File: src/rtl/bram_rd_pkg.sv
// Shared defaults and types for the BRAM channel read-back path.
package bram_rd_pkg;

    localparam int unsigned NUM_CH_DEF   = 8;
    localparam int unsigned ADDR_W_DEF   = 18;
    localparam int unsigned DATA_W_DEF   = 8;
    localparam int unsigned LEN_W_DEF    = 16;
    localparam int unsigned BRAM_LAT_DEF = 1;
    localparam int unsigned LANE_W_DEF   = $clog2(NUM_CH_DEF);

    typedef enum logic [1:0] {
        IDLE,
        ISSUE,
        DRAIN,
        FINISH
    } state_e;

endpackage

File: src/rtl/bram_rd_issue.sv
// Read issue engine: walks lane-major over (k, c), drives the BRAM read port
// and tags each read so the returning data can be routed to its lane slot.
module bram_rd_issue
    import bram_rd_pkg::*;
#(
    parameter int unsigned NUM_CH   = NUM_CH_DEF,
    parameter int unsigned ADDR_W   = ADDR_W_DEF,
    parameter int unsigned LEN_W    = LEN_W_DEF,
    parameter int unsigned BRAM_LAT = BRAM_LAT_DEF,
    parameter int unsigned LANE_W   = LANE_W_DEF
) (
    input  logic                     clk,
    input  logic                     rst_n,
    input  logic                     load,
    input  logic                     active,
    input  logic                     stall,
    input  logic [NUM_CH*ADDR_W-1:0] base_i,
    input  logic [LEN_W-1:0]         len_i,
    output logic                     last_issue_o,
    output logic                     bram_en_o,
    output logic [ADDR_W-1:0]        bram_addr_o,
    output logic                     cap_valid_o,
    output logic [LANE_W-1:0]        cap_lane_o
);

    logic [ADDR_W-1:0] base_q [NUM_CH];
    logic [ADDR_W-1:0] base_d [NUM_CH];
    logic [LEN_W-1:0]  len_q, len_d;
    logic [LANE_W-1:0] lane_q, lane_d;
    logic [LEN_W-1:0]  k_q, k_d;
    logic              en_q, en_d;
    logic [ADDR_W-1:0] addr_q, addr_d;
    logic              tag_vld_q  [BRAM_LAT+1];
    logic              tag_vld_d  [BRAM_LAT+1];
    logic [LANE_W-1:0] tag_lane_q [BRAM_LAT+1];
    logic [LANE_W-1:0] tag_lane_d [BRAM_LAT+1];

    logic [LANE_W-1:0] lane_cur;
    logic [LEN_W-1:0]  k_cur;
    logic              do_issue;
    logic              lane_end;

    // Next read selection. The accepting start cycle already issues lane 0,
    // so the "current" base/length come straight from the inputs on load.
    always_comb begin
        for (int unsigned c = 0; c < NUM_CH; c++) begin
            base_d[c] = load ? base_i[c*ADDR_W +: ADDR_W] : base_q[c];
        end
        len_d    = load ? len_i : len_q;
        lane_cur = load ? '0 : lane_q;
        k_cur    = load ? '0 : k_q;

        // Backpressure only holds off the start of a new vector.
        do_issue = load || (active && !(stall && (lane_q == '0)));
        lane_end = (lane_cur == LANE_W'(NUM_CH - 1));
        last_issue_o = do_issue && lane_end && (k_cur == len_d - LEN_W'(1));

        lane_d = lane_q;
        k_d    = k_q;
        en_d   = do_issue;
        addr_d = addr_q;
        if (do_issue) begin
            addr_d = base_d[lane_cur] + ADDR_W'(k_cur);
            lane_d = lane_end ? '0 : lane_cur + LANE_W'(1);
            k_d    = lane_end ? k_cur + LEN_W'(1) : k_cur;
        end

        tag_vld_d[0]  = do_issue;
        tag_lane_d[0] = lane_cur;
        for (int unsigned i = 1; i <= BRAM_LAT; i++) begin
            tag_vld_d[i]  = tag_vld_q[i-1];
            tag_lane_d[i] = tag_lane_q[i-1];
        end
    end

    // Counters, port registers and read-tag delay line.
    always_ff @(posedge clk) begin
        if (!rst_n) begin
            for (int unsigned c = 0; c < NUM_CH; c++) begin
                base_q[c] <= '0;
            end
            len_q  <= '0;
            lane_q <= '0;
            k_q    <= '0;
            en_q   <= 1'b0;
            addr_q <= '0;
            for (int unsigned i = 0; i <= BRAM_LAT; i++) begin
                tag_vld_q[i]  <= 1'b0;
                tag_lane_q[i] <= '0;
            end
        end else begin
            base_q     <= base_d;
            len_q      <= len_d;
            lane_q     <= lane_d;
            k_q        <= k_d;
            en_q       <= en_d;
            addr_q     <= addr_d;
            tag_vld_q  <= tag_vld_d;
            tag_lane_q <= tag_lane_d;
        end
    end

    assign bram_en_o   = en_q;
    assign bram_addr_o = addr_q;
    assign cap_valid_o = tag_vld_q[BRAM_LAT];
    assign cap_lane_o  = tag_lane_q[BRAM_LAT];

endmodule

File: src/rtl/bram_channel_reader.sv
// Reads NUM_CH channel regions back from BRAM and streams one assembled
// NUM_CH-lane vector per word index over a valid/ready interface.
module bram_channel_reader
    import bram_rd_pkg::*;
#(
    parameter int unsigned NUM_CH   = NUM_CH_DEF,
    parameter int unsigned ADDR_W   = ADDR_W_DEF,
    parameter int unsigned DATA_W   = DATA_W_DEF,
    parameter int unsigned LEN_W    = LEN_W_DEF,
    parameter int unsigned BRAM_LAT = BRAM_LAT_DEF
) (
    input  logic                     clk,
    input  logic                     rst_n,
    input  logic                     start,
    input  logic [NUM_CH*ADDR_W-1:0] starting_addr,
    input  logic [LEN_W-1:0]         length,
    output logic                     busy,
    output logic                     done,
    output logic                     bram_en_o,
    output logic [ADDR_W-1:0]        bram_addr_o,
    input  logic [DATA_W-1:0]        bram_rdata_i,
    output logic [NUM_CH*DATA_W-1:0] out_data,
    output logic                     out_valid,
    input  logic                     out_ready,
    output logic                     out_last
);

    localparam int unsigned LANE_W = $clog2(NUM_CH);

    state_e                   state_q, state_d;
    logic [LEN_W-1:0]         len_q, len_d;
    logic [LEN_W-1:0]         vec_cnt_q, vec_cnt_d;
    logic [DATA_W-1:0]        asm_q [NUM_CH];
    logic [DATA_W-1:0]        asm_d [NUM_CH];
    logic                     asm_full_q, asm_full_d;
    logic [NUM_CH*DATA_W-1:0] out_data_q, out_data_d;
    logic                     out_valid_q, out_valid_d;
    logic                     out_last_q, out_last_d;

    logic              load;
    logic              stall;
    logic              last_issue;
    logic              cap_valid;
    logic [LANE_W-1:0] cap_lane;
    logic              handshake;
    logic              out_free;
    logic              asm_complete;
    logic              xfer;

    assign load      = (state_q == IDLE) && start && (length != '0);
    assign handshake = out_valid_q && out_ready;
    assign out_free  = !out_valid_q || out_ready;
    // Hold off the next vector unless the one in flight is sure to find the
    // output register free when it completes; otherwise its in-flight
    // successor lanes would overwrite a finished, untransferred vector.
    assign stall     = asm_full_q || !out_free;

    bram_rd_issue #(
        .NUM_CH   (NUM_CH),
        .ADDR_W   (ADDR_W),
        .LEN_W    (LEN_W),
        .BRAM_LAT (BRAM_LAT),
        .LANE_W   (LANE_W)
    ) u_issue (
        .clk          (clk),
        .rst_n        (rst_n),
        .load         (load),
        .active       (state_q == ISSUE),
        .stall        (stall),
        .base_i       (starting_addr),
        .len_i        (length),
        .last_issue_o (last_issue),
        .bram_en_o    (bram_en_o),
        .bram_addr_o  (bram_addr_o),
        .cap_valid_o  (cap_valid),
        .cap_lane_o   (cap_lane)
    );

    // Pass sequencing: issue, drain the last vector, pulse done.
    always_comb begin
        state_d = state_q;
        len_d   = len_q;
        unique case (state_q)
            IDLE: begin
                if (start) begin
                    len_d = length;
                    if (length == '0) begin
                        state_d = FINISH;
                    end else if (last_issue) begin
                        state_d = DRAIN;
                    end else begin
                        state_d = ISSUE;
                    end
                end
            end
            ISSUE: begin
                if (last_issue) begin
                    state_d = DRAIN;
                end
            end
            DRAIN: begin
                if (handshake && out_last_q) begin
                    state_d = FINISH;
                end
            end
            FINISH: begin
                state_d = IDLE;
            end
            default: begin
                state_d = IDLE;
            end
        endcase
    end

    // Lane capture into the assembly register and hand-off to the output.
    always_comb begin
        asm_d = asm_q;
        if (cap_valid) begin
            asm_d[cap_lane] = bram_rdata_i;
        end
        asm_complete = asm_full_q || (cap_valid && (cap_lane == LANE_W'(NUM_CH - 1)));
        xfer         = asm_complete && out_free;
        asm_full_d   = asm_complete && !xfer;

        out_data_d  = out_data_q;
        out_valid_d = out_valid_q && !out_ready;
        out_last_d  = out_last_q && !handshake;
        vec_cnt_d   = load ? '0 : vec_cnt_q;
        if (xfer) begin
            for (int unsigned c = 0; c < NUM_CH; c++) begin
                out_data_d[c*DATA_W +: DATA_W] = asm_d[c];
            end
            out_valid_d = 1'b1;
            out_last_d  = (vec_cnt_q == len_q - LEN_W'(1));
            vec_cnt_d   = vec_cnt_q + LEN_W'(1);
        end
    end

    // State, assembly and output registers.
    always_ff @(posedge clk) begin
        if (!rst_n) begin
            state_q     <= IDLE;
            len_q       <= '0;
            vec_cnt_q   <= '0;
            for (int unsigned c = 0; c < NUM_CH; c++) begin
                asm_q[c] <= '0;
            end
            asm_full_q  <= 1'b0;
            out_data_q  <= '0;
            out_valid_q <= 1'b0;
            out_last_q  <= 1'b0;
        end else begin
            state_q     <= state_d;
            len_q       <= len_d;
            vec_cnt_q   <= vec_cnt_d;
            asm_q       <= asm_d;
            asm_full_q  <= asm_full_d;
            out_data_q  <= out_data_d;
            out_valid_q <= out_valid_d;
            out_last_q  <= out_last_d;
        end
    end

    assign busy      = (state_q == ISSUE) || (state_q == DRAIN);
    assign done      = (state_q == FINISH);
    assign out_data  = out_data_q;
    assign out_valid = out_valid_q;
    assign out_last  = out_last_q;

endmodule

File: config.mk
export PLATFORM = sky130hd
export DESIGN_NAME = bram_channel_reader
export DESIGN_NICKNAME = d
export VERILOG_FILES = /design/src/rtl/bram_rd_pkg.sv /design/src/rtl/bram_rd_issue.sv /design/src/rtl/bram_channel_reader.sv
export SDC_FILE = /design/constraint.sdc
export NUM_CORES = 1
export LEC_CHECK = 0
export BUFFER_PORTS_ARGS = -buffer_cell sky130_fd_sc_hd__buf_4
export CAP_MARGIN = 20
export CORE_UTILIZATION = 30
export DETAILED_ROUTE_END_ITERATION = 6
export GPL_TIMING_DRIVEN = 0
export MAX_ROUTING_LAYER = met4
export SLEW_MARGIN = 20
export SYNTH_ARGS = -nofsm -noshare
export SYNTH_HDL_FRONTEND = slang
export SYNTH_SLANG_ARGS = --single-unit
File: constraint.sdc
create_clock -name clk -period 8.4 [get_ports clk]
set_input_delay 0.84 -clock clk [delete_from_list [all_inputs] [get_ports clk]]
set_output_delay 0.84 -clock clk [all_outputs]
set_load 0.01 [all_outputs]
==> load_flow_metrics.sql, run 1 <==
INSERT INTO impl_metrics (metric_group, metric, value, unit) VALUES
('status', 'run_status', 'complete, no violations', ''),
('logic_synthesis', 'synth_enable_flop_cells', '0', ''),
('logic_synthesis', 'yosys.cell_types.count', '77', ''),
('finish', 'utilization', '38.2', '%'),
('global_route', 'grt_first_pass_wirelength', '86900', 'µm'),
('sta', 'setup-violations-final', '0', ''),
('detailed_routing', 'via_count', '15100', ''),
('placed_design', 'placed_cell_area', '19400', 'µm²'),
('sta', 'setup-tns-final', '0', 'ps'),
('sta', 'rsz0062_at_grt', 'no', ''),
('setup_path', 'peak_fanout_along_the_critical_path', '10', ''),
('detailed_routing', 'postRouteWirelength', '56800', 'µm'),
('global_route', 'grt_start_max_net_pins', '14', ''),
('finish', 'layout-drive-gt1-share', '17.3', '%'),
('setup_path', 'worst_path_dominant_cell_family', 'compound AO/OA/AOI/OAI gates', ''),
('setup_path', 'timing.setup.critical_path_class', 'primary input to flip-flop', ''),
('logic_synthesis', 'syn_avg_cell_area', '8.58', 'µm²'),
('worst_hold_path', 'hold_path_class', 'flip-flop to flip-flop', ''),
('sta', 'final.min_clock_period', '5840', 'ps'),
('placed_design', 'gp_congestion', '0.903', ''),
('setup_path', 'worst-endpoint-required', '8850', 'ps'),
('sta', 'clock-skew-final', '14.1', 'ps'),
('finish', 'layout-area-overhead-vs-synth', '24.5', '%'),
('detailed_routing', 'detailed_router_s_first_iteration_violation_count', '909', ''),
('logic_synthesis', 'synth-warning-count', '0', ''),
('detailed_routing', 'remaining_drc_errors', '0', ''),
('flow_run', 'timing.max_cap.violations', '0', ''),
('floorplan', 'std_cell_rows', '85', ''),
('logic_synthesis', 'synth.most_common_cell', 'sky130_fd_sc_hd__nand2_1', ''),
('setup_path', 'critical_path_arrival', '6280', 'ps'),
('clocking', 'cts_tree', 'done', ''),
('placed_design', 'portBuffers', '249', ''),
('pwr', 'total_power', '5.50', 'mW'),
('clocking', 'tritoncts.num_buffers', '41', ''),
('pwr', 'power-per-cell-area', '266', 'nW/µm²'),
('clocking', 'h-tree-depth', '2', ''),
('global_route', 'number_of_antenna_violations_at_the_first_check_in_global_routing', '1', ''),
('clocking', 'clkSlewWorstSetupHoldPaths', '60', 'ps'),
('finish', 'instances_no_fill', '2955', ''),
('clocking', 'clk_latency', '560', 'ps'),
('detailed_routing', 'route.detailed.vias_per_inst', '5.10', ''),
('floorplan', 'initial_core_util', '30.7', '%'),
('sta', 'tcrit_tclk_final', '69.5', '%'),
('global_route', 'gr-total-overflow', '0', ''),
('logic_synthesis', 'yosysTopAreaCellShare', '44.5', '%'),
('logic_synthesis', 'synth-async-reset-ratio', '0', '%'),
('sta', 'number_of_max_slew_violations_in_the_final_report', '0', ''),
('logic_synthesis', 'synthFlopType', 'sky130_fd_sc_hd__dfxtp_1', ''),
('clocking', 'hold_buffers', '0', ''),
('finish', 'final_nets', '2429', ''),
('setup_path', 'crit_path_start_kind', 'primary input', ''),
('global_route', 'groute.usage.overall', '20.4', '%'),
('setup_path', 'worst_setup_path_end_kind', 'flip-flop', ''),
('global_route', 'number_of_global_route_vias_before_repair', '14900', ''),
('logic_synthesis', 'synth_cell_count_leaders', 'sky130_fd_sc_hd__nand2_1 (402), sky130_fd_sc_hd__dfxtp_1 (370), sky130_fd_sc_hd__a21oi_1 (224)', ''),
('floorplan', 'chipWidth', '237', 'µm'),
('logic_synthesis', 'sequential_area_share_after_synthesis', '44.5', '%'),
('clocking', 'clockRootBuffer', 'sky130_fd_sc_hd__clkbuf_16', ''),
('logic_synthesis', 'syn-num-nets', '2137', ''),
('setup_path', 'cp_slowest_cell', 'sky130_fd_sc_hd__a2111oi_0', ''),
('setup_path', 'critical_path_buf_inv_count', '4', ''),
('sta', 'worst_slew_pin_slew', '985', 'ps'),
('detailed_routing', 'drt_first_pass_iters', '6', ''),
('finish', 'post-route-cell-area', '20700', 'µm²'),
('setup_path', 'slowest_delay', '690', 'ps'),
('clocking', 'post_cts.repair.setup_buffers', '0', ''),
('logic_synthesis', 'netlist.top_cell.by_area', 'sky130_fd_sc_hd__dfxtp_1', ''),
('clocking', 'cts-root-to-sink-buffers', '3', ''),
('logic_synthesis', 'synthTopCellsByArea', 'sky130_fd_sc_hd__dfxtp_1 (45%), sky130_fd_sc_hd__nand2_1 (9.1%), sky130_fd_sc_hd__a21oi_1 (6.7%)', ''),
('detailed_routing', 'routed_wire_length_per_instance', '19.2', 'µm'),
('detailed_routing', 'remaining_antenna_violation_count_after_routing', '0', '');
## sequential cells by signal, indices dropped and copies added, names as in the netlist, 2 cells and up
signal               flops
state_q                  2
vec_cnt_q               16
len_q                   16
u_issue.k_q             16
u_issue.tag_lane_d       3
u_issue.cap_lane_o       3
u_issue.len_q           16
out_data                64
u_issue.bram_addr_o     18
u_issue.lane_q           3
u_issue.base_q         144
asm_q                   64
## where the power goes
| part | internal, mW | switching (mW) | leakage, nW |
|---|---|---|---|
| clock | 1.05 | 0.733 | 0.650 |
| sequential | 1.95 | 0.135 | 3.01 |
| combinational | 0.609 | 1.03 | 4.40 |
| total | 3.60 | 1.90 | 8.06 |
## worst paths after layout
path,cells after the start,end,start
setup / recovery,18,state_q[1]$_SDFFE_PN0P_,length[15]
setup reg to reg,20,state_q[1]$_SDFFE_PN0P_,state_q[0]$_SDFFE_PN0P_
hold reg to reg,1,u_issue.cap_lane_o[2]$_SDFF_PN0_,u_issue.tag_lane_d[2]$_SDFF_PN0_
hold / removal,1,u_issue.cap_lane_o[2]$_SDFF_PN0_,u_issue.tag_lane_d[2]$_SDFF_PN0_
## cells in the final DEF, fill, tap and decap left out, types with 17 or more instances in the layout
cell / instances
sky130_fd_sc_hd__o21ai_0: 50
sky130_fd_sc_hd__mux4_2: 36
sky130_fd_sc_hd__clkbuf_1: 119
sky130_fd_sc_hd__a21oi_1: 224
sky130_fd_sc_hd__xnor2_1: 45
sky130_fd_sc_hd__dfxtp_1: 370
sky130_fd_sc_hd__and2_1: 24
sky130_fd_sc_hd__nand2_1: 402
sky130_fd_sc_hd__inv_1: 17
sky130_fd_sc_hd__mux2i_1: 87
sky130_fd_sc_hd__clkbuf_16: 43
sky130_fd_sc_hd__nand3_1: 34
sky130_fd_sc_hd__buf_4: 249
sky130_fd_sc_hd__nor2_1: 193
sky130_fd_sc_hd__nor3_1: 23
sky130_fd_sc_hd__buf_1: 19
sky130_fd_sc_hd__a211oi_1: 68
sky130_fd_sc_hd__ha_1: 26
sky130_fd_sc_hd__xor2_1: 27
## layer usage
layer  wire length (µm)  GRT usage [%]  part of all wire [%]  up-vias
li1                   -              -                     -     7296
met4               1280           5.45                   2.3        0
met2              26700           33.3                    47      497
met3               3590           3.44                   6.3       83
met5                  0              -                     0        -
met1              25200           26.1                    44     7207
## area by class of cell
type	instances	area [µm²]
clock inverters	9	83.8
diodes	1	2.50
fillers	5552	33500
repair buffers	249	1870
plain buffers	137	544
flip-flops and latches	370	7410
multi-input cells	1413	8620
inverters	18	67.6
well taps	696	871
clock buffers	62	1240
## metrics by stage
step | hold WS (ps) | worst slack, ps
global route | 457 | 2290
CTS | 442 | 2680
finish | 441 | 2560
detailed placement | 429 | 2110
floorplan | 412 | 3730
global placement | 425 | 2060
## cells by family (layout without fill, tap and decap cells)
logic type / count (synthesis) / in the layout / share of synthesized area (%)
XOR/XNOR: 73 / 73 / 3.93
adder cells (fa/ha/maj): 27 / 27 / 2.08
AND/OR/NAND/NOR: 781 / 781 / 20.9
other: 0 / 1 / 0
flip-flops: 370 / 370 / 44.5
buffers and inverters: 155 / 475 / 3.68
AO/OA/AOI/OAI: 406 / 406 / 14.6
multiplexers: 126 / 126 / 10.3
(Power assumes the default switching activity.)
==> run 2: changes to the inputs <==
--- a/config.mk
+++ b/config.mk
@@ -5,6 +5,7 @@
 export SDC_FILE = /design/constraint.sdc
 export NUM_CORES = 1
 export LEC_CHECK = 0
+export ABC_AREA = 1
 export BUFFER_PORTS_ARGS = -buffer_cell sky130_fd_sc_hd__buf_4
 export CAP_MARGIN = 20
 export CORE_UTILIZATION = 30
==> constraint.sdc (replaced) <==
create_clock -name clk -period 5 [get_ports clk]
set_input_delay 0.5 -clock clk [delete_from_list [all_inputs] [get_ports clk]]
set_output_delay 0.5 -clock clk [all_outputs]
set_load 0.01 [all_outputs]
==> run 2 against run 1 <==
Clock power rose by 81%; design area rose by 2.2%; via count rose by 6.4%; largest cell class unchanged; combinational power rose by 100%; critical path type is now flip-flop to flip-flop; global-route usage rose by 0.91 points; hold slack got worse by 280 ps; power rose by 84%; sequential power rose by 73%; die area rose by 0.41%; clock skew fell by 0.56 ps; non-clock buffer count fell by 5; final cell count rose by 11%.
==> load_flow_metrics.sql, run 2 <==
INSERT INTO impl_metrics (metric_group, metric, value, unit) VALUES
('setup_path', 'cp_slowest_cell', 'sky130_fd_sc_hd__o31ai_1', ''),
('clocking', 'cts-root-to-sink-buffers', '3', ''),
('finish', 'top_register', 'u_issue.base_q', ''),
('clocking', 'clkSlewWorstSetupHoldPaths', '60', 'ps'),
('finish', 'ff_latch_area', '7410', 'µm²'),
('floorplan', 'die_area', '56600', 'µm²'),
('clocking', 'hold_buffers', '0', ''),
('pwr', 'total_power', '10.1', 'mW'),
('finish', 'multiInputGateArea', '8180', 'µm²'),
('detailed_routing', 'routed_wire_length_per_instance', '18.3', 'µm'),
('setup_path', 'crit-reg2reg-launch', 'state_q[0]$_SDFFE_PN0P_', ''),
('global_route', 'number_of_antenna_violations_at_the_first_check_in_global_routing', '1', ''),
('sta', 'finalHoldViolations', '0', ''),
('logic_synthesis', 'syn_avg_cell_area', '7.65', 'µm²'),
('setup_path', 'timing.setup.critical_path_class', 'flip-flop to flip-flop', ''),
('detailed_routing', 'remaining_drc_errors', '0', ''),
('setup_path', 'critical_path_arrival', '5260', 'ps'),
('detailed_routing', 'via_count', '16000', ''),
('floorplan', 'ioPinCount', '259', ''),
('clocking', 'tritoncts.num_buffers', '43', ''),
('clocking', 'clk_latency', '570', 'ps'),
('sta', 'worst_slew_margin', '40.2', '%'),
('finish', 'post-route-cell-area', '21200', 'µm²'),
('finish', 'final_nets', '2687', ''),
('pwr', 'combPwrFrac', '32.8', '%'),
('sta', 'fmaxAchievable', '208', 'MHz'),
('detailed_routing', 'drt_first_pass_iters', '6', ''),
('logic_synthesis', 'synth_cell_count_leaders', 'sky130_fd_sc_hd__nor2_1 (523), sky130_fd_sc_hd__dfxtp_1 (370), sky130_fd_sc_hd__nand2_1 (244)', ''),
('setup_path', 'peak_fanout_along_the_critical_path', '10', ''),
('global_route', 'number_of_global_route_vias_before_repair', '15700', ''),
('finish', 'layout-area-overhead-vs-synth', '26.7', '%'),
('sta', 'number_of_max_slew_violations_in_the_final_report', '0', ''),
('global_route', 'grt_first_pass_wirelength', '90000', 'µm'),
('setup_path', 'worstSetupStartpoint', 'state_q[0]$_SDFFE_PN0P_', ''),
('logic_synthesis', 'synth.most_common_cell', 'sky130_fd_sc_hd__nor2_1', ''),
('logic_synthesis', 'yosys.cell_types.count', '59', ''),
('setup_path', 'worst_path_most_repeated_cell', 'sky130_fd_sc_hd__nand2_1', ''),
('logic_synthesis', 'synth_area', '16700', 'µm²'),
('floorplan', 'chipWidth', '238', 'µm'),
('pwr', 'seqPwrFrac', '35.4', '%'),
('sta', 'worst_slew_pin_slew', '897', 'ps'),
('placed_design', 'placed_cell_area', '19600', 'µm²'),
('setup_path', 'worst_path_dominant_cell_family', 'compound AO/OA/AOI/OAI gates', ''),
('worst_hold_path', 'hold_path_class', 'primary input to flip-flop', ''),
('sta', 'finalHoldWorstSlack', '165', 'ps'),
('placed_design', 'post-dp-hpwl', '46500', 'µm'),
('logic_synthesis', 'synthCells', '2182', ''),
('sta', 'final.min_clock_period', '4800', 'ps'),
('placed_design', 'dp_slack', '-407', 'ps'),
('sta', 'rsz0062_at_grt', 'yes', ''),
('finish', 'number_of_flip_flops_under_the_largest_register_name', '144', ''),
('detailed_routing', 'postRouteWirelength', '59800', 'µm'),
('placed_design', 'gp_congestion', '0.921', ''),
('sta', 'setup-violations-final', '0', ''),
('pwr', 'clock_power_share', '31.8', '%'),
('finish', 'layout-drive-gt1-share', '18.0', '%'),
('logic_synthesis', 'synthFlopType', 'sky130_fd_sc_hd__dfxtp_1', ''),
('sta', 'worst_setup_slack_after_layout', '201', 'ps'),
('clocking', 'cts_sinks', '370', ''),
('clocking', 'cts_tree', 'done', ''),
('finish', 'utilization', '38.4', '%'),
('finish', 'most_common_library_cell_in_the_layout_ignoring_fill_and_taps', 'sky130_fd_sc_hd__nor2_1', ''),
('pwr', 'power.internal', '6.48', 'mW'),
('status', 'run_status', 'complete, no violations', ''),
('setup_path', 'slowest_delay', '680', 'ps'),
('worst_hold_path', 'worst_hold_startpoint', 'starting_addr[27]', ''),
('pwr', 'p_switching', '3.66', 'mW'),
('logic_synthesis', 'synth-warning-count', '0', ''),
('setup_path', 'worst_setup_path_end_kind', 'flip-flop', ''),
('logic_synthesis', 'ys_seq_elements', '370', ''),
('finish', 'filler_cell_count', '5782', ''),
('setup_path', 'crit_path_start_kind', 'flip-flop', ''),
('finish', 'layout.cells.most_common_list', 'sky130_fd_sc_hd__nor2_1 (522), sky130_fd_sc_hd__dfxtp_1 (370), sky130_fd_sc_hd__buf_4 (265)', ''),
('setup_path', 'critical_path_buf_inv_count', '7', ''),
('pwr', 'worst_ir_drop_on_vdd', '227', 'µV'),
('detailed_routing', 'detailed_router_s_first_iteration_violation_count', '1194', ''),
('logic_synthesis', 'netlist.top_cell.by_area', 'sky130_fd_sc_hd__dfxtp_1', ''),
('pwr', 'p_sw_share', '36.1', '%'),
('finish', 'instances_no_fill', '3267', ''),
('logic_synthesis', 'synth-async-reset-ratio', '0', '%'),
('flow_run', 'timing.max_cap.violations', '0', ''),
('global_route', 'groute.usage.overall', '21.3', '%'),
('sta', 'clock-skew-final', '13.6', 'ps'),
('floorplan', 'floorplan.core_area', '55100', 'µm²'),
('floorplan', 'initial_core_util', '30.3', '%'),
('placed_design', 'portBuffers', '258', ''),
('setup_path', 'worst-endpoint-required', '5460', 'ps'),
('clocking', 'h-tree-depth', '2', ''),
('floorplan', 'die-height', '238', 'µm'),
('clocking', 'clockRootBuffer', 'sky130_fd_sc_hd__clkbuf_16', ''),
('global_route', 'gr-total-overflow', '0', ''),
('logic_synthesis', 'sequential_area_share_after_synthesis', '44.4', '%'),
('sta', 'tcrit_tclk_final', '96.0', '%'),
('logic_synthesis', 'syn-num-nets', '2381', ''),
('floorplan', 'std_cell_rows', '86', ''),
('sta', 'setup-tns-final', '0', 'ps'),
('placed_design', 'placed_cells', '3188', ''),
('detailed_routing', 'route.detailed.vias_per_inst', '4.91', ''),
('logic_synthesis', 'synthTopCellsByArea', 'sky130_fd_sc_hd__dfxtp_1 (44%), sky130_fd_sc_hd__nor2_1 (12%), sky130_fd_sc_hd__nand2_1 (5.5%)', ''),
('pwr', 'power-per-cell-area', '479', 'nW/µm²'),
('detailed_routing', 'remaining_antenna_violation_count_after_routing', '0', ''),
('global_route', 'grt_start_max_net_pins', '13', ''),
('logic_synthesis', 'yosysTopAreaCellShare', '44.4', '%'),
('pwr', 'leakagePower', '9.34', 'nW'),
('logic_synthesis', 'synth_enable_flop_cells', '0', '');
==> run 2: changes by cell type in the layout (fill, tap and decap cells not counted), moves of 36 or more <==
cell,before,now
sky130_fd_sc_hd__a211oi_1,68,112
sky130_fd_sc_hd__a21oi_1,224,141
sky130_fd_sc_hd__nand2_1,402,243
sky130_fd_sc_hd__inv_1,17,160
sky130_fd_sc_hd__mux4_2,36,0
sky130_fd_sc_hd__o21ai_0,50,126
sky130_fd_sc_hd__nor2_1,193,522
==> run 2: cell type report <==
type | instances | share of cell area [%]
inverter | 171 | 3.06
antenna | 1 | 0.0118
timing repair buffer | 261 | 9.26
buffer | 120 | 2.78
sequential | 370 | 35.0
clock buffer | 60 | 5.86
multi-input combinational | 1521 | 38.7
tap | 748 | 4.42
clock inverter | 15 | 0.934
==> run 2: worst paths after layout <==
| path | end | depth (start not counted) | slack, ps |
|---|---|---|---|
| min | u_issue.base_q[117]$_SDFF_PN0_ | 3 | 160 |
| min reg2reg | u_issue.cap_lane_o[2]$_SDFF_PN0_ | 2 | 440 |
| max reg2reg | u_issue.bram_addr_o[17]$_SDFFE_PN0N_ | 25 | 200 |
| max | u_issue.bram_addr_o[17]$_SDFFE_PN0N_ | 25 | 200 |
==> run 2: kinds of logic (layout without fill, tap and decap cells) <==
logic type | Yosys count | in the layout | synth area share (%)
AND/OR/NAND/NOR | 912 | 912 | 22.8
AO/OA/AOI/OAI | 470 | 470 | 17.3
flip-flops | 370 | 370 | 44.4
buffers and inverters | 291 | 627 | 7.13
multiplexers | 65 | 65 | 3.90
XOR/XNOR | 47 | 47 | 2.47
adder cells (fa/ha/maj) | 27 | 27 | 2.07
other | 0 | 1 | 0
==> run 2: what timing repair did <==
item / in CTS / in global routing
gates cloned: 0 / 0
endpoints found under the setup margin: 6 / 9
gates resized for setup: 14 / 35
buffers inserted: 1 / 2
pin swaps: 1 / 5
==> run 2: routing by layer <==
metal	share of wire, %	wire (µm)	global-route usage [%]	vias to the layer above
met5	0	0	-	-
met4	4.0	2410	9.13	0
met3	6.0	3610	3.11	123
met2	47	28200	35.4	561
met1	43	25500	25.7	7504
li1	-	-	-	7855
==> run 2: tightest hold or removal path, cell delays in order <==
cell and delay, ps:
sky130_fd_sc_hd__buf_4 80, sky130_fd_sc_hd__nor2_1 30, sky130_fd_sc_hd__nor2_1 80
==> run 2: power groups by stage <==
stage                     combinational (mW)  sequential (mW)  clock, mW
after floorplan                         2.12             3.60          0
after global placement                  3.20             3.63          0
after detailed placement                3.23             3.64          0
after CTS                               3.27             3.59       3.28
after global routing                    3.65             3.63       3.40
final                                   3.33             3.59       3.22
